`config.mk`:
```
export PLATFORM = sky130hd
export DESIGN_NAME = alu_arbiter_flat
export DESIGN_NICKNAME = d
export VERILOG_FILES = /design/src/rtl/alu_arbiter_if.sv /design/src/rtl/alu_arbiter.sv /design/src/flat_wrapper.sv
export SDC_FILE = /design/constraint.sdc
export NUM_CORES = 1
export LEC_CHECK = 0
export BUFFER_PORTS_ARGS = -buffer_cell sky130_fd_sc_hd__buf_2
export CORE_AREA = 2 2 109 111
export CTS_CLUSTER_SIZE = 8
export DETAILED_ROUTE_END_ITERATION = 6
export DIE_AREA = 0 0 111 113
export GPL_ROUTABILITY_DRIVEN = 0
export PLACE_DENSITY = 0.77
export SYNTH_ARGS = -nofsm -noshare
export SYNTH_HDL_FRONTEND = slang
export SYNTH_SLANG_ARGS = --single-unit
```
`constraint.sdc`:
```
create_clock -name clk -period 5.15 [get_ports clk]
set_input_delay 0.2575 -clock clk [delete_from_list [all_inputs] [get_ports clk]]
set_output_delay 0.2575 -clock clk [all_outputs]
set_load 0.02 [all_outputs]
```
`src/rtl/alu_arbiter_if.sv`:
```
// rtl/alu_arbiter_if.sv - request, response and ALU-side signal bundle for alu_arbiter
interface alu_arbiter_if;
  logic        req0_valid, req0_ready;
  logic [31:0] req0_a, req0_b;
  logic [3:0]  req0_op;
  logic        req1_valid, req1_ready;
  logic [31:0] req1_a, req1_b;
  logic [3:0]  req1_op;
  logic        rsp0_valid, rsp0_ready;
  logic        rsp1_valid, rsp1_ready;
  logic [31:0] rsp_c;
  logic        rsp_zero, rsp_negative;
  logic [31:0] alu_a, alu_b;
  logic [3:0]  alu_op;
  logic [31:0] alu_c;
  logic        alu_is_zero, alu_is_negative;
  logic        busy;

  modport slave (
    input  req0_valid, req0_a, req0_b, req0_op,
    input  req1_valid, req1_a, req1_b, req1_op,
    input  rsp0_ready, rsp1_ready,
    input  alu_c, alu_is_zero, alu_is_negative,
    output req0_ready, req1_ready, rsp0_valid, rsp1_valid,
    output rsp_c, rsp_zero, rsp_negative,
    output alu_a, alu_b, alu_op, busy
  );

  modport master (
    output req0_valid, req0_a, req0_b, req0_op,
    output req1_valid, req1_a, req1_b, req1_op,
    output rsp0_ready, rsp1_ready,
    output alu_c, alu_is_zero, alu_is_negative,
    input  req0_ready, req1_ready, rsp0_valid, rsp1_valid,
    input  rsp_c, rsp_zero, rsp_negative,
    input  alu_a, alu_b, alu_op, busy
  );
endinterface

```
`src/rtl/alu_arbiter.sv`:
```
// rtl/alu_arbiter.sv - shares one combinational ALU between two requesters (IDLE/EXEC/RESP)
// ALU_ARB_RR_EN selects round-robin tie-break; undefined gives fixed priority to port 0.
module alu_arbiter #(
  parameter int unsigned MUL_WAIT = 2
) (
  input logic        clk,
  input logic        reset,
  alu_arbiter_if.slave bus
);
  typedef enum logic [1:0] {IDLE, EXEC, RESP} state_t;

  localparam logic [3:0] MulWaitC = 4'(MUL_WAIT);

  state_t      state_q, state_d;
  logic        grant_q, grant_d;
  logic        last_grant_q, last_grant_d;
  logic [3:0]  cnt_q, cnt_d;
  logic [31:0] alu_a_q, alu_a_d, alu_b_q, alu_b_d;
  logic [3:0]  alu_op_q, alu_op_d;
  logic [31:0] rsp_c_q, rsp_c_d;
  logic        zero_q, zero_d, neg_q, neg_d;
  logic        pick;
  logic [3:0]  sel_op;

  always_comb begin
    if (bus.req0_valid && bus.req1_valid) begin
`ifdef ALU_ARB_RR_EN
      pick = ~last_grant_q;
`else
      pick = 1'b0;
`endif
    end else begin
      pick = bus.req1_valid;
    end
  end

  assign sel_op = pick ? bus.req1_op : bus.req0_op;

  always_comb begin
    state_d        = state_q;
    grant_d        = grant_q;
    last_grant_d   = last_grant_q;
    cnt_d          = cnt_q;
    alu_a_d        = alu_a_q;
    alu_b_d        = alu_b_q;
    alu_op_d       = alu_op_q;
    rsp_c_d        = rsp_c_q;
    zero_d         = zero_q;
    neg_d          = neg_q;
    bus.req0_ready = 1'b0;
    bus.req1_ready = 1'b0;
    bus.rsp0_valid = 1'b0;
    bus.rsp1_valid = 1'b0;
    unique case (state_q)
      IDLE: begin
        if ((bus.req0_valid || bus.req1_valid) && !reset) begin
          bus.req0_ready = ~pick;
          bus.req1_ready = pick;
          grant_d  = pick;
          alu_a_d  = pick ? bus.req1_a : bus.req0_a;
          alu_b_d  = pick ? bus.req1_b : bus.req0_b;
          alu_op_d = sel_op;
          // Only MULLO/MULHI need extra settle time on the shared ALU.
          cnt_d    = (sel_op[3:1] == 3'b111) ? MulWaitC : 4'd0;
          state_d  = EXEC;
        end
      end
      EXEC: begin
        if (cnt_q == 4'd0) begin
          rsp_c_d = bus.alu_c;
          zero_d  = bus.alu_is_zero;
          neg_d   = bus.alu_is_negative;
          state_d = RESP;
        end else begin
          cnt_d = cnt_q - 4'd1;
        end
      end
      RESP: begin
        bus.rsp0_valid = ~grant_q;
        bus.rsp1_valid = grant_q;
        if (grant_q ? bus.rsp1_ready : bus.rsp0_ready) begin
          last_grant_d = grant_q;
          state_d      = IDLE;
        end
      end
      default: state_d = IDLE;
    endcase
  end

  always_ff @(posedge clk) begin
    if (reset) begin
      state_q      <= IDLE;
      grant_q      <= 1'b0;
      last_grant_q <= 1'b1;
      cnt_q        <= 4'd0;
      alu_a_q      <= 32'd0;
      alu_b_q      <= 32'd0;
      alu_op_q     <= 4'd0;
      rsp_c_q      <= 32'd0;
      zero_q       <= 1'b0;
      neg_q        <= 1'b0;
    end else begin
      state_q      <= state_d;
      grant_q      <= grant_d;
      last_grant_q <= last_grant_d;
      cnt_q        <= cnt_d;
      alu_a_q      <= alu_a_d;
      alu_b_q      <= alu_b_d;
      alu_op_q     <= alu_op_d;
      rsp_c_q      <= rsp_c_d;
      zero_q       <= zero_d;
      neg_q        <= neg_d;
    end
  end

  assign bus.alu_a        = alu_a_q;
  assign bus.alu_b        = alu_b_q;
  assign bus.alu_op       = alu_op_q;
  assign bus.rsp_c        = rsp_c_q;
  assign bus.rsp_zero     = zero_q;
  assign bus.rsp_negative = neg_q;
  assign bus.busy         = (state_q != IDLE);
endmodule

```
`src/flat_wrapper.sv`:
```
// flat-port wrapper written by rule: the top's interface ports become plain ports
module alu_arbiter_flat 
#(
  parameter int unsigned MUL_WAIT = 2
)
  (clk, reset, bus_req0_valid, bus_req0_a, bus_req0_b, bus_req0_op, bus_req1_valid, bus_req1_a, bus_req1_b, bus_req1_op, bus_rsp0_ready, bus_rsp1_ready, bus_alu_c, bus_alu_is_zero, bus_alu_is_negative, bus_req0_ready, bus_req1_ready, bus_rsp0_valid, bus_rsp1_valid, bus_rsp_c, bus_rsp_zero, bus_rsp_negative, bus_alu_a, bus_alu_b, bus_alu_op, bus_busy);
  alu_arbiter_if bus_i ();
  input logic clk;
  input logic reset;
  input wire logic [$bits(bus_i.req0_valid)-1:0] bus_req0_valid;
  input wire logic [$bits(bus_i.req0_a)-1:0] bus_req0_a;
  input wire logic [$bits(bus_i.req0_b)-1:0] bus_req0_b;
  input wire logic [$bits(bus_i.req0_op)-1:0] bus_req0_op;
  input wire logic [$bits(bus_i.req1_valid)-1:0] bus_req1_valid;
  input wire logic [$bits(bus_i.req1_a)-1:0] bus_req1_a;
  input wire logic [$bits(bus_i.req1_b)-1:0] bus_req1_b;
  input wire logic [$bits(bus_i.req1_op)-1:0] bus_req1_op;
  input wire logic [$bits(bus_i.rsp0_ready)-1:0] bus_rsp0_ready;
  input wire logic [$bits(bus_i.rsp1_ready)-1:0] bus_rsp1_ready;
  input wire logic [$bits(bus_i.alu_c)-1:0] bus_alu_c;
  input wire logic [$bits(bus_i.alu_is_zero)-1:0] bus_alu_is_zero;
  input wire logic [$bits(bus_i.alu_is_negative)-1:0] bus_alu_is_negative;
  output wire logic [$bits(bus_i.req0_ready)-1:0] bus_req0_ready;
  output wire logic [$bits(bus_i.req1_ready)-1:0] bus_req1_ready;
  output wire logic [$bits(bus_i.rsp0_valid)-1:0] bus_rsp0_valid;
  output wire logic [$bits(bus_i.rsp1_valid)-1:0] bus_rsp1_valid;
  output wire logic [$bits(bus_i.rsp_c)-1:0] bus_rsp_c;
  output wire logic [$bits(bus_i.rsp_zero)-1:0] bus_rsp_zero;
  output wire logic [$bits(bus_i.rsp_negative)-1:0] bus_rsp_negative;
  output wire logic [$bits(bus_i.alu_a)-1:0] bus_alu_a;
  output wire logic [$bits(bus_i.alu_b)-1:0] bus_alu_b;
  output wire logic [$bits(bus_i.alu_op)-1:0] bus_alu_op;
  output wire logic [$bits(bus_i.busy)-1:0] bus_busy;
  assign bus_i.req0_valid = bus_req0_valid;
  assign bus_i.req0_a = bus_req0_a;
  assign bus_i.req0_b = bus_req0_b;
  assign bus_i.req0_op = bus_req0_op;
  assign bus_i.req1_valid = bus_req1_valid;
  assign bus_i.req1_a = bus_req1_a;
  assign bus_i.req1_b = bus_req1_b;
  assign bus_i.req1_op = bus_req1_op;
  assign bus_i.rsp0_ready = bus_rsp0_ready;
  assign bus_i.rsp1_ready = bus_rsp1_ready;
  assign bus_i.alu_c = bus_alu_c;
  assign bus_i.alu_is_zero = bus_alu_is_zero;
  assign bus_i.alu_is_negative = bus_alu_is_negative;
  assign bus_req0_ready = bus_i.req0_ready;
  assign bus_req1_ready = bus_i.req1_ready;
  assign bus_rsp0_valid = bus_i.rsp0_valid;
  assign bus_rsp1_valid = bus_i.rsp1_valid;
  assign bus_rsp_c = bus_i.rsp_c;
  assign bus_rsp_zero = bus_i.rsp_zero;
  assign bus_rsp_negative = bus_i.rsp_negative;
  assign bus_alu_a = bus_i.alu_a;
  assign bus_alu_b = bus_i.alu_b;
  assign bus_alu_op = bus_i.alu_op;
  assign bus_busy = bus_i.busy;
  alu_arbiter #(.MUL_WAIT(MUL_WAIT)) u_core (.clk(clk), .reset(reset), .bus(bus_i));
endmodule
```
## Yosys cells after proc, flatten, opt, wreduce, memory -nomap -nowiden

Index checks and enable logic that the tools add are counted.

| operators by class | value |
|---|---|
| equal/unequal tests | 7 |
| muxes and demuxes | 19 |
| $add $sub $neg | 1 |
| reduce and logical (&&, ||, !) cells | 12 |
| bitwise logic cells | 2 |

Operators by type and width:

| cell | number |
|---|---|
| 32-bit 2-to-1 mux | 2 |
| 4-bit 2-to-1 mux | 3 |
| 1-bit 2-to-1 mux | 8 |
| 2-bit 2-to-1 mux | 4 |
| 4-bit case mux with 2 select lines | 1 |
| 2-bit by 1-bit inequality test with 1-bit output (second input constant) | 3 |
| 2-bit case mux with 3 select lines | 1 |
| 3-bit AND reduction | 2 |
| 4-bit logical NOT | 1 |
| 2-bit AND reduction | 2 |
| 2-bit nonzero test | 2 |
| 4-bit by 1-bit subtractor with 4-bit output (second input constant) | 1 |
| 3-bit == test (second input constant) | 1 |
| 2-bit by 1-bit == test with 1-bit output (second input constant) | 1 |
| 2-bit == test (second input constant) | 1 |
| 1-bit logical AND | 2 |
| 2-bit logical NOT | 1 |
| 2-bit inequality test (second input constant) | 1 |
| 1-bit inverter | 2 |
| 1-bit logical NOT | 1 |
| 1-bit logical OR | 1 |

| word-level totals | value |
|---|---|
| register bits | 109 |
| input bits | 176 |
| logic and storage cells | 50 |
| output and inout port bits | 107 |

## Longest topological paths before layout

Gate-level depths: netlist (run 1).

| logic depth | value |
|---|---|
| word-level depth | 7 |
| depth in mapped cells | 9 |
| depth with buffers taken out | 6 |

## Least setup slack after synthesis (run 1)

Ideal clock, no wire load.

| timing | value |
|---|---|
| path type | register to register |
| start point | register u_core.cnt_q[0] |
| end point | register u_core.rsp_c_q[21] (netlist: u_core.bus.rsp_c[21]) |
| data required time | 5018 ps |
| slack | 3528 ps |
| data arrival time | 1490 ps |
| stages on the path, launching flop included | 10 |
| period minus slack after synthesis | 1622 ps |
| path buffers | 3 |
| path through | dfxtp_1 > inv_1 > ha_1 > or3b_1 > buf_6 > nand2b_4 > buf_6 > buf_6 > nand2_1 > a21oi_1 |

| on the way | value |
|---|---|
| cells in the longest elaborated chain, start to end | 2 |

Ends and longest elaborated chain:

| what | line | source |
|---|---|---|
| start, declared | alu_arbiter.sv:17 | `logic [3:0] cnt_q, cnt_d;` |
| start signal, assigned | alu_arbiter.sv:106 | `cnt_q <= cnt_d;` |
| 4-bit logical NOT | alu_arbiter.sv:69 | `if (cnt_q == 4'd0) begin` |
| 2-bit AND reduction (no line) | - |  |
| end signal, assigned | alu_arbiter.sv:110 | `rsp_c_q <= rsp_c_d;` |
| end, declared | alu_arbiter.sv:20 | `logic [31:0] rsp_c_q, rsp_c_d;` |

Every way passes these cells.
A chain may end at the register's enable or synchronous reset.

## Worst setup path after layout (run 1)

| timing | value |
|---|---|
| start point | register u_core.state_q[1] |
| end point | output bus_req1_ready |

| on the way | value |
|---|---|
| cells in the longest elaborated chain, start to end | 2 |

Ends and longest elaborated chain:

| what | line | source |
|---|---|---|
| start, declared | alu_arbiter.sv:14 | `state_t state_q, state_d;` |
| start signal, assigned | alu_arbiter.sv:103 | `state_q <= state_d;` |
| 2-bit logical NOT | alu_arbiter.sv:54 | `unique case (state_q)` |
| 1-bit 2-to-1 mux | alu_arbiter.sv:54 |  |
| end, declared | flat_wrapper.sv:24 | `output wire logic [$bits(bus_i.req1_ready)-1:0] bus_req1_ready;` |

Every way passes these cells.

==> results.md, run 1 <==
GRT:
- The overflow left after global routing is 0.
- The global-route wire length before repair is 18770 um.
- The met1 layer usage reported by global route is 0.2134.
- The via count of the first global-routing pass is 3991.
- The total routing resource utilization after global routing is 0.1807.
- The initial antenna violation count was 1.
- For this run, global-route usage on met3 was measured as 0.05570.
- The global routing usage on met2 is 0.3096.
- The maximum number of pins on one net before global-route repair is 89.
- The layer flagged by global routing as most heavily used is met2.

Run:
- The tool flagged a number of max-cap violations equal to 0.

Logic synthesis:
- Synthesis handed over a netlist of 499 instances.
- Of the synthesized area, sequential elements account for 0.4676.
- The flip-flop and latch count after synthesis is 109.
- The netlist area before placement is 0.004667 sq mm.
- In this run, distinct cell masters in the synthesized netlist total 38.
- The average cell area after synthesis is 9.353 sq um.
- Synthesis produced a netlist with a net count of 677.
- The count of yosys warnings during synthesis is 0.

Floorplanning:
- The initial utilization of the core area, before any placement, comes to 0.4140.
- The count of boundary I/O pins is 283.
- The vertical die dimension is 113 um.
- The die covers 0.01254 sq mm.
- The region available for standard cell placement spans 0.01127 sq mm.
- In this run the core area contains 39 standard-cell rows.
- The die boundary width is 111 um.

Timing:
- Setup repair after global routing left no endpoint under its margin.
- The final number of hold-violating endpoints is 0.
- The ratio of final minimum period to clock period is 0.4309.
- Timing would allow up to 0.4507 GHz.
- The transition at the pin with the smallest max-transition slack is 0.8162 ns.
- The number of max-slew violations in the final report came to 0.
- In the final timing run, aggregate negative setup slack is 0 ns.
- The total of endpoints with negative setup slack in the final report is 0.
- The shortest clock period the worst path allows after layout is 2.219 ns.
- Between clock sinks in the finished design, the worst skew comes to 0.005355 ns.
- The worst pin sits at a relative slew slack of 0.4559.

Setup path:
- The type of origin of the critical path is a flop.
- The worst path required time is 4.89 ns.
- The setup check on the worst reg-to-reg path leaves a slack of 3.03 ns.
- STA classifies the critical path endpoint as an output port.
- For this design, the slowest cell found on the critical path is sky130_fd_sc_hd__dfxtp_1.
- The number of buffers and inverters on the critical path is 2.
- The worst setup path startpoint is u_core.state_q[1].
- The critical path in this run is classified as flop to output port.
- The arrival time at the worst endpoint is 1.96 ns.
- Walking the worst path, the cells encountered are nor3_2 -> o21ai_1 -> buf_4 -> nor2_2 -> buf_2.
- The longest individual stage delay on the worst path is 0.35 ns.
- Of all nets on the critical path, the largest fanout is 13.
- The kind of cell adding the most delay to the critical path is buffers and inverters.
- The startpoint identified for the worst register-to-register timing path is u_core.state_q[1].

Placement:
- The half-perimeter wire length of the detailed placement result is 8859 um.
- The number of I/O port buffers is 282.

Detailed routing:
- The first-pass iteration count of the detailed router is 4.
- The routed design has 11890 um of wire.
- After detailed routing, the average wire length per cell comes to 13.20 um.
- The detail-routed via count per cell is 4.807.
- The detailed-route via count is 4331.
- In this run the remaining antenna-violating nets after routing total 0.
- For this run, design rule violations remaining after detail routing come to 0.
- The starting DRC count in detailed routing is 294.

Pwr:
- The logic gate share of total power is 0.274.
- The sequential power share is 0.436.
- The power dissipated by switching net loads is 0.0007412 W.
- Internal power comes to 0.001567 W.
- VDD sags by at most 0.1713 mV.
- The leakage component of the power is 3.215 nW.
- Of the total power, the clock network draws 0.290.
- Of the total power, the share spent switching nets is 0.3212.
- The completed layout was analyzed and its total power is 0.002308 W.
- Power spread over the standard cell area amounts to 366.5 mW/mm^2.

Clocking:
- The clock sink count is 109.
- The number of buffers inserted for hold repair after clock tree synthesis is 0.
- The post-CTS setup repair buffer count is 0.
- The clock-pin transition on the worst setup and hold timing paths is 0.07 ns.
- In this run, CTS created clock tree buffers numbering 9.
- Once the clock tree was built, the resizer swapped 0 gates to a different size.
- The maximum number of buffers from clock root to sink is 2.
- The tree is rooted in a sky130_fd_sc_hd__clkbuf_16.
- The clock latency reported for the late side of the worst-skew pair is 0.33 ns.
- TritonCTS built the clock tree.
- The total number of H-tree levels is 3.

Cells and area:
- The core utilization of the finished layout is 0.5587.
- The filler cell count in the final layout is 1056.
- The final layout contains 931 nets.
- The most common cell after layout, fill and taps aside is sky130_fd_sc_hd__buf_2.
- The multi-input combinational cell area is 0.002200 sq mm.
- The footprint of the flip-flops and latches is 0.002182 sq mm.
- The top cell types in the final layout, fill and taps aside, are sky130_fd_sc_hd__buf_2 (281), sky130_fd_sc_hd__dfxtp_1 (109), sky130_fd_sc_hd__nand2_1 (69), sky130_fd_sc_hd__mux2i_1 (66), sky130_fd_sc_hd__nor2_1 (57).
- From synthesis to final layout, the design area changed by 34.93%.
- In the final layout, the share of cells above drive strength 1 is 0.4122.

Min path:
- The startpoint identified for the worst hold timing path is bus_req1_b[29].
- The worst hold path belongs to the class input pin to flop.

Outcome:
- The flow ran to the end, and the final reports show no timing, DRC or antenna violations.
-- cell type report --
cell class,count,area share
multi-input combinational,345,0.3493
tap,143,0.02841
clock inverter,4,0.007948
inverter,2,0.001192
antenna,1,0.0003974
clock buffer,11,0.03696
sequential,109,0.3465
timing repair buffer,286,0.2293
-- flip-flops by register name, summed over array words and instances (netlist names) --
name,count
u_core.bus.alu_op,4
u_core.cnt_q,4
u_core.grant_q,1
u_core.bus.rsp_negative,1
u_core.bus.alu_a,32
u_core.bus.rsp_c,32
u_core.bus.alu_b,32
u_core.state_q,2
u_core.bus.rsp_zero,1
-- Yosys cell counts, drive strengths merged --
library cell  number  area share
nor2              59       0.050
nand3b            10       0.016
nand3              2      0.0021
dfxtp            109        0.47
a21o               1      0.0016
and2               3      0.0043
a21oi             35       0.038
o21a               2      0.0032
a22oi              3      0.0048
o2bb2ai            3      0.0056
ha                 2      0.0054
o22ai              1      0.0013
or2                1      0.0013
nor3               8      0.0097
clkbuf            14       0.011
nand2b             3      0.0056
xor2               2      0.0038
a211oi            56       0.094
or3b               1      0.0019
a31oi              2      0.0027
buf               29       0.051
o21ai             11       0.012
o21ba              1      0.0021
inv                2      0.0016
nor2b              3      0.0040
and4b              1      0.0021
nand2             69       0.055
mux2i             66        0.14
-- final timing paths --
| path | end | depth (start not counted) |
|---|---|---|
| max reg2reg | u_core.bus.alu_a[27] | 5 |
| min | u_core.bus.alu_b[29] | 2 |
| max | bus_req1_ready | 5 |
| min reg2reg | u_core.bus.rsp_c[21] | 2 |
-- stage by stage --
| step | instances | hold WS (ns) | instance area [sq um] | setup slack, ns |
|---|---|---|---|---|
| finish | 901 | 0.1147 | 6297 | 2.931 |
| detailed placement | 885 | 0.4436 | 6012 | 2.865 |
| CTS | 900 | 0.1020 | 6295 | 2.924 |
| floorplan | 499 | 0.3744 | 4667 | 3.528 |
| global placement | 885 | 0.4401 | 6012 | 2.951 |
| global route | 901 | 0.1057 | 6297 | 2.742 |
-- logic make-up (layout without fill, tap and decap cells) --
kind of cell,count (synthesis),in the layout,share of synthesized area
simple gates,160,160,0.1523
compound gates,115,115,0.1651
flops,109,109,0.4676
mux,66,66,0.1416
buf+inv,45,303,0.06435
fa+ha+maj,2,2,0.005361
xor+xnor,2,2,0.003754
other cells,0,1,0
-- power groups by stage --
stage | registers, W | clock network (W) | logic [W]
floorplan | 0.00115 | 0 | 0.000327
global placement | 0.00102 | 0 | 0.000629
detailed placement | 0.00102 | 0 | 0.000638
CTS | 0.00101 | 0.000683 | 0.000639
global route | 0.00102 | 0.000716 | 0.000696
finish | 0.00101 | 0.000669 | 0.000633
-- layer usage --
metal | vias to the layer above | wire length (um)
li1 | 2253 | -
met1 | 1917 | 5039
met2 | 149 | 5822
met3 | 12 | 870
met4 | 0 | 163
met5 | - | 0
Note: power is estimated with default switching activity, not from simulation.
==> run 2: changes to the inputs <==
- CORE_AREA: 2 2 109 111 -> 2 2 111 113
- DIE_AREA: 0 0 111 113 -> 0 0 113 115
- PLACE_DENSITY: 0.77 -> 0.74
- clock period: 5.15 -> 2.1 ns (I/O delays scaled with it)
==> results.md, run 2 (synthesized netlist as in run 1, its figures left out) <==
Floorplanning:
- The initial core utilization is 0.3951.
- The die boundary width is 113 um.
- The count of boundary I/O pins is 283.
- The die covers 0.01300 sq mm.
- The vertical die dimension is 115 um.
- The core region is 0.01181 sq mm.
- The floorplan has 40 rows.

Timing:
- Setup repair after global routing left no endpoint under its margin.
- The number of max-slew violations in the final report is 0.
- The worst clock skew is 0.009798 ns.
- At the pin with the least slew margin, the transition time is 0.5496 ns.
- In this run the tightest slew margin relative to its limit is 0.6328.
- Adding up every negative setup slack in the final design gives 0 ns.
- For the finished layout, the period the worst path requires is 1.745 ns.
- The final hold slack is 0.01512 ns.
- In the finished design, the share of the clock period the worst path needs comes to 0.8310.
- For this run, the top clock speed supported by timing is 0.5730 GHz.
- Setup violations remaining at the end of the flow were counted as 0.
- The final number of hold-violating endpoints is 0.
- The final worst slack is 0.3549 ns.

Detailed routing:
- For this block, the routed nets add up to 12170 um of wire.
- Dividing the detail-routed via count by the number of cells gives 4.797.
- The first detailed-routing pass took 6 iterations.
- The detailed-route via count is 4480.
- Once detail routing completed, the nets flagged for antenna violations numbered 0.
- The count of unresolved DRC violations after routing is 18.
- The starting DRC count in detailed routing is 231.
- The detailed-route wire length per cell is 13.03 um.

Cells and area:
- The filler cells instantiated in the layout total 1103.
- The layout overhead on the synthesized area is 42.09%.
- The fraction of layout instances using a drive strength above 1 is 0.4053.
- The number of nets in the layout is 960.
- The library cells used most frequently in the layout, excluding fill and tap cells, are sky130_fd_sc_hd__buf_2 (281), sky130_fd_sc_hd__dfxtp_1 (109), sky130_fd_sc_hd__nand2_1 (69), sky130_fd_sc_hd__mux2i_1 (66), sky130_fd_sc_hd__nor2_1 (57).
- The diode insertion count for antenna repair is 0.
- The most common cell after layout, fill and taps aside is sky130_fd_sc_hd__buf_2.

Clocking:
- Clock tree synthesis inserted a total of 9 buffers.
- The post-CTS setup repair buffer count is 0.
- The clock latency reported for the late side of the worst-skew pair is 0.34 ns.
- The clock sink count is 109.
- The number of gates given a new drive strength after cts is 0.
- The number of buffers inserted for hold repair after clock tree synthesis is 25.
- The root buffer cell chosen for the clock tree is sky130_fd_sc_hd__clkbuf_16.
- The clock-pin transition on the worst setup and hold timing paths is 0.07 ns.
- The maximum number of buffers from clock root to sink is 2.
- The H-tree generated during clock tree synthesis spans 3 levels.
- TritonCTS built the clock tree.

Pwr:
- The worst-case IR drop observed on VDD is 0.4306 mV.
- For this design the ratio of total power to cell area is 860.9 mW/mm^2.
- The leakage component of the power is 3.368 nW.

GRT:
- The initial antenna violation count was 0.
- The via count of the first global-routing pass is 4140.
- The first global-routing pass estimated 18730 um of wire.
- The maximum number of pins on one net before global-route repair is 110.
- In the global route stage, overall resource usage came out at 0.1745.
- The total overflow left after global routing is 0.

Setup path:
- The arrival time at the worst endpoint is 1.94 ns.
- The type of origin of the critical path is a flop.
- The highest net fanout along the worst path is 34.
- The class of the most critical setup path is flop to flop.
- The worst path required time is 2.30 ns.
- The endpoint type of the worst setup path is a flop.

Outcome:
- The checks that failed: DRC.
- The flow ran to the end, but the final reports show violations.

Placement:
- The half-perimeter wire length of the detailed placement result is 8715 um.
- The setup slack at placement is 0.3592 ns.
- The number of I/O port buffers is 282.

Run:
- The max-capacitance violation count is 0.

Min path:
- The path type of the worst min-delay path is input pin to flop.
## run 2: critical path, stage by stage, from the launching register on
cell,delay (ns)
sky130_fd_sc_hd__dfxtp_1,0.33
sky130_fd_sc_hd__inv_1,0.10
sky130_fd_sc_hd__ha_1,0.14
sky130_fd_sc_hd__or3b_1,0.45
sky130_fd_sc_hd__nand2b_4,0.35
sky130_fd_sc_hd__nand2_1,0.16
sky130_fd_sc_hd__a21oi_1,0.07
## run 2: final cells by class
cell class                      count  area (sq um)  area share
Timing Repair Buffer              315          1774      0.2675
Tap cell                          147         183.9     0.02774
Multi-Input combinational cell    345          2200      0.3317
Clock inverter                      6         45.04    0.006792
Inverter                            2         7.507    0.001132
Sequential cell                   109          2182      0.3291
Clock buffer                       10         239.0     0.03604
## run 2: worst paths after layout
| check | startpoint | end | slack (ns) | depth (start not counted) |
|---|---|---|---|---|
| hold reg to reg | u_core.bus.rsp_c[27] | u_core.bus.rsp_c[27] | 0.45 | 2 |
| setup / recovery | u_core.cnt_q[0] | u_core.bus.rsp_c[6] | 0.35 | 6 |
| hold / removal | bus_alu_c[8] | u_core.bus.rsp_c[8] | 0.02 | 3 |
| setup reg to reg | u_core.cnt_q[0] | u_core.bus.rsp_c[6] | 0.35 | 6 |
## run 2: power breakdown
| group | internal, W | switching, W |
|---|---|---|
| clock | 0.000849 | 0.000761 |
| sequential | 0.00233 | 0.000131 |
| combinational | 0.000653 | 0.000981 |
| total | 0.00384 | 0.00187 |
## run 2: per-stage QoR
stage               std cells  utilization  power (W)  cell area, sq um
floorplan                 499            -   0.003615              4667
global placement          893       0.5162   0.004091              6097
detailed placement        893       0.5162   0.004121              6097
CTS                       934       0.5614   0.005786              6631
global route              934       0.5614   0.006040              6631
finish                    934       0.5614   0.005709              6631
## run 2: layer usage
metal	vias to the layer above	GRT usage	wire length, um
met3	10	0.04533	920
met1	1984	0.2059	5099
li1	2318	-	-
met2	168	0.3122	6007
met4	0	0.05366	138
met5	-	0	0
==> run 3: changes to the inputs <==
- ABC_AREA: not set -> 1
- CORE_AREA: 2 2 111 113 -> 2 2 108 110
- DIE_AREA: 0 0 113 115 -> 0 0 110 112
- PLACE_DENSITY: 0.74 -> 0.8
- clock period: 2.1 -> 1.7 ns (I/O delays scaled with it)
==> results.md, run 3 <==
Outcome:
- The flow ran to the end, and the final reports show no timing, DRC or antenna violations.

Logic synthesis:
- The distinct cell type count of the synthesized netlist is 25.
- The sequential-to-total area share from yosys stat is 0.4501.
- The net count after synthesis is 893.
- The most frequently used cell type in the post-synthesis netlist is sky130_fd_sc_hd__nand2_1.
- The average cell area after synthesis is 6.781 sq um.
- Counting flops with a built-in enable in the synthesized netlist gives 0.
- The cell type contributing the most total cell area after synthesis is sky130_fd_sc_hd__dfxtp_1.
- Ranked by instance count, the synthesized netlist is headed by sky130_fd_sc_hd__nand2_1 (280), sky130_fd_sc_hd__dfxtp_1 (109), sky130_fd_sc_hd__nor2_1 (80), sky130_fd_sc_hd__nand3_1 (69), sky130_fd_sc_hd__a21oi_1 (61).
- The cell count after synthesis is 715.
- In the post-synthesis netlist, the biggest area contributors are sky130_fd_sc_hd__dfxtp_1 (45%), sky130_fd_sc_hd__nand2_1 (22%), sky130_fd_sc_hd__nand3_1 (7.1%), sky130_fd_sc_hd__a21oi_1 (6.3%), sky130_fd_sc_hd__nor2_1 (6.2%).
- For this run, the leading register cell type out of synthesis is sky130_fd_sc_hd__dfxtp_1.
- The netlist area before placement is 0.004848 sq mm.
- The fraction of synthesis flops using an asynchronous set or reset pin is 0.
- The share of the synthesized area in the top cell type is 0.4501.
- The count of yosys warnings during synthesis is 0.
- The flip-flop and latch count after synthesis is 109.

Setup path:
- The worst setup path is captured at an output port.
- The endpoint identified for the worst register-to-register timing path is u_core.bus.rsp_c[19].
- The kind of cell adding the most delay to the critical path is simple AND/OR/NAND/NOR gates.
- The setup slack of the worst register-to-register path is 0.20 ns.
- For the worst flop-to-flop path, the logic depth is 7.
- In this run the worst path has a maximum fanout of 20.
- The critical path goes through nor2_2 -> nand3_2 -> buf_6 -> nor2_4 -> buf_4.
- The critical path contains buffers and inverters numbering 2 combined.
- The arrival time at the worst endpoint is 1.54 ns.
- The class of the most critical setup path is flop to output port.
- The standard cell with the maximum stage delay on the critical path is sky130_fd_sc_hd__dfxtp_1.
- The worst path required time is 1.62 ns.
- In this run the critical register-to-register path is launched from u_core.cnt_q[0].
- The type of origin of the critical path is a flop.
- For this run, the slowest stage of the critical path takes 0.34 ns.

Timing:
- Timing would allow up to 0.6145 GHz.
- On the final layout, the worst hold slack is 0.01428 ns.
- Clock skew on the completed layout was measured at 0.006374 ns.
- The final number of hold-violating endpoints was 0.
- The transition at the pin with the smallest max-transition slack is 0.6317 ns.
- Headroom to the max-slew limit came out at 0.5789.
- Dividing the final minimum period by the clock period gives 0.9573.
- The shortest clock period the worst path allows after layout is 1.627 ns.
- The number of max-slew violations in the final report is 0.
- The final worst slack is 0.07265 ns.
- Setup violations remaining at the end of the flow were counted as 0.

GRT:
- The overflow left after global routing is 0.
- Entering global routing, the biggest net connects 61 pins.
- The initial antenna violation count is 1.
- The total routing resource utilization after global routing is 0.2582.
- The via count of the first global-routing pass is 5410.
- The first global-routing pass estimated 25270 um of wire.

Detailed routing:
- The detailed-route wire length per cell is 13.83 um.
- After detailed routing, the number of vias per cell comes to 4.926.
- The detailed-route via count is 5758.
- The wire length after detailed routing is 16170 um.
- The starting DRC count in detailed routing is 495.
- The first-pass iteration count of the detailed router is 5.
- After detailed routing, the number of remaining DRC violations is 0.
- Once detail routing completed, the nets flagged for antenna violations numbered 0.

Run:
- The max-capacitance violation count is 0.

Cells and area:
- The most common cell after layout, fill and taps aside is sky130_fd_sc_hd__buf_2.
- From synthesis to final layout, the design area changed by 45.60%.
- Of the cells placed in the final design, the portion with a size suffix greater than 1 is 0.3210.
- For this run, the share of the core covered by cells in the final layout is 0.6317.
- The top cell types in the final layout, fill and taps aside, are sky130_fd_sc_hd__buf_2 (281), sky130_fd_sc_hd__nand2_1 (280), sky130_fd_sc_hd__dfxtp_1 (109), sky130_fd_sc_hd__nor2_1 (79), sky130_fd_sc_hd__nand3_1 (69).
- For this run, the post-layout net count is 1198.
- The area of all placed cells without fillers is 0.007059 sq mm.
- The filler cell count in the final layout is 1020.

Pwr:
- In this run the static leakage power is 3.760 nW.
- The peak ir drop on the vdd network is 0.4550 mV.
- In this run the power density over the cells is 967.3 mW/mm^2.

Clocking:
- The number of clock buffers inserted by TritonCTS is 9.
- In this run the deepest clock path goes through 2 buffers.
- Clock tree synthesis found a total of 109 sinks.
- The TritonCTS clock tree is yes.
- CTS built an H-tree with a depth of 3.
- The clock-pin transition on the worst setup and hold timing paths is 0.07 ns.
- The clock root buffer is sky130_fd_sc_hd__clkbuf_16.
- At the later pin of the worst-skew pair, clock insertion delay measures 0.34 ns.

Floorplanning:
- The number of rows in the core area is 39.
- The die is 110 um wide.
- The die is 112 um tall.
- The initial core utilization is 0.4339.
- During I/O placement, the number of pins put on the boundary was 283.
- The placeable core area is 0.01117 sq mm.
- The die covers 0.01232 sq mm.

Min path:
- The hold path startpoint is bus_alu_c[5].
- The min-delay analysis places its worst path in the category input pin to flop.
- The number of stages on the worst hold path is 3.
- The worst hold endpoint is u_core.bus.rsp_c[5].

Placement:
- The setup slack at placement is 0.1951 ns.
- The placed instances occupy a cell area of 0.006262 sq mm.
- The half-perimeter wire length of the detailed placement result is 10430 um.
- Input and output buffers added on the ports amount to 282.
==> run 3: worst min-delay path: cells and delay by family <==
kind          cells  cell delay (ns)
simple gates      2             0.14
buf+inv           1             0.09
==> run 3: cell type report <==
type	instances	area [sq um]	share of cell area
well taps	143	178.9	0.02535
diodes	1	2.502	0.0003545
clock inverters	5	60.06	0.008508
inverters	15	58.81	0.008330
repair buffers	344	2021	0.2862
clock buffers	11	242.7	0.03439
flip-flops and latches	109	2182	0.3091
multi-input cells	541	2313	0.3277
==> run 3: layer usage <==
layer	GRT usage	up-vias	part of all wire
li1	-	2885	-
met1	0.2988	2543	0.39
met2	0.4372	283	0.48
met3	0.06499	47	0.090
met4	0.1249	0	0.032
met5	0	-	0
==> run 3: per-stage QoR <==
step	std cells	total power, W	TNS (ns)
global route	1169	0.007209	-0.02275
CTS	1165	0.006826	0
floorplan	715	0.004040	0
detailed placement	1103	0.004624	0
global placement	1103	0.004598	0
finish	1169	0.006828	0
==> run 3: cells by family after synthesis <==
| kind of cell | count (synthesis) | synth area share |
|---|---|---|
| DFF | 109 | 0.4501 |
| and+or+nand+nor | 441 | 0.3677 |
| adders and majority gates | 2 | 0.005160 |
| buffers and inverters | 65 | 0.07329 |
| AOI/OAI and AO/OA | 98 | 0.1037 |
==> run 3: what timing repair did <==
action	CTS	global route
hold buffers	45	0
pin swaps	0	1
resized for setup	1	4
endpoints found under the hold margin	38	0
endpoints found under the setup margin	2	4
buffers inserted	1	3
==> run 3: power breakdown <==
| group | switching (W) | internal, W |
|---|---|---|
| sequential | 0.000139 | 0.00281 |
| combinational | 0.00108 | 0.000659 |
| clock | 0.000948 | 0.00119 |
| total | 0.00217 | 0.00466 |
==> run 3: worst max-delay path by stage <==
stage | from | endpoint | slack (ns) | cells after the start
after floorplan | u_core.cnt_q[0] | u_core.bus.rsp_c[22] | 0.45 | 8
after global placement | u_core.cnt_q[0] | u_core.state_q[1] | 0.22 | 6
after detailed placement | u_core.cnt_q[0] | u_core.bus.rsp_c[21] | 0.20 | 7
after CTS | u_core.state_q[1] | bus_req1_ready | 0.007 | 5
after global routing | u_core.state_q[1] | bus_req1_ready | -0.02 | 5
final | u_core.state_q[1] | bus_req1_ready | 0.07 | 5
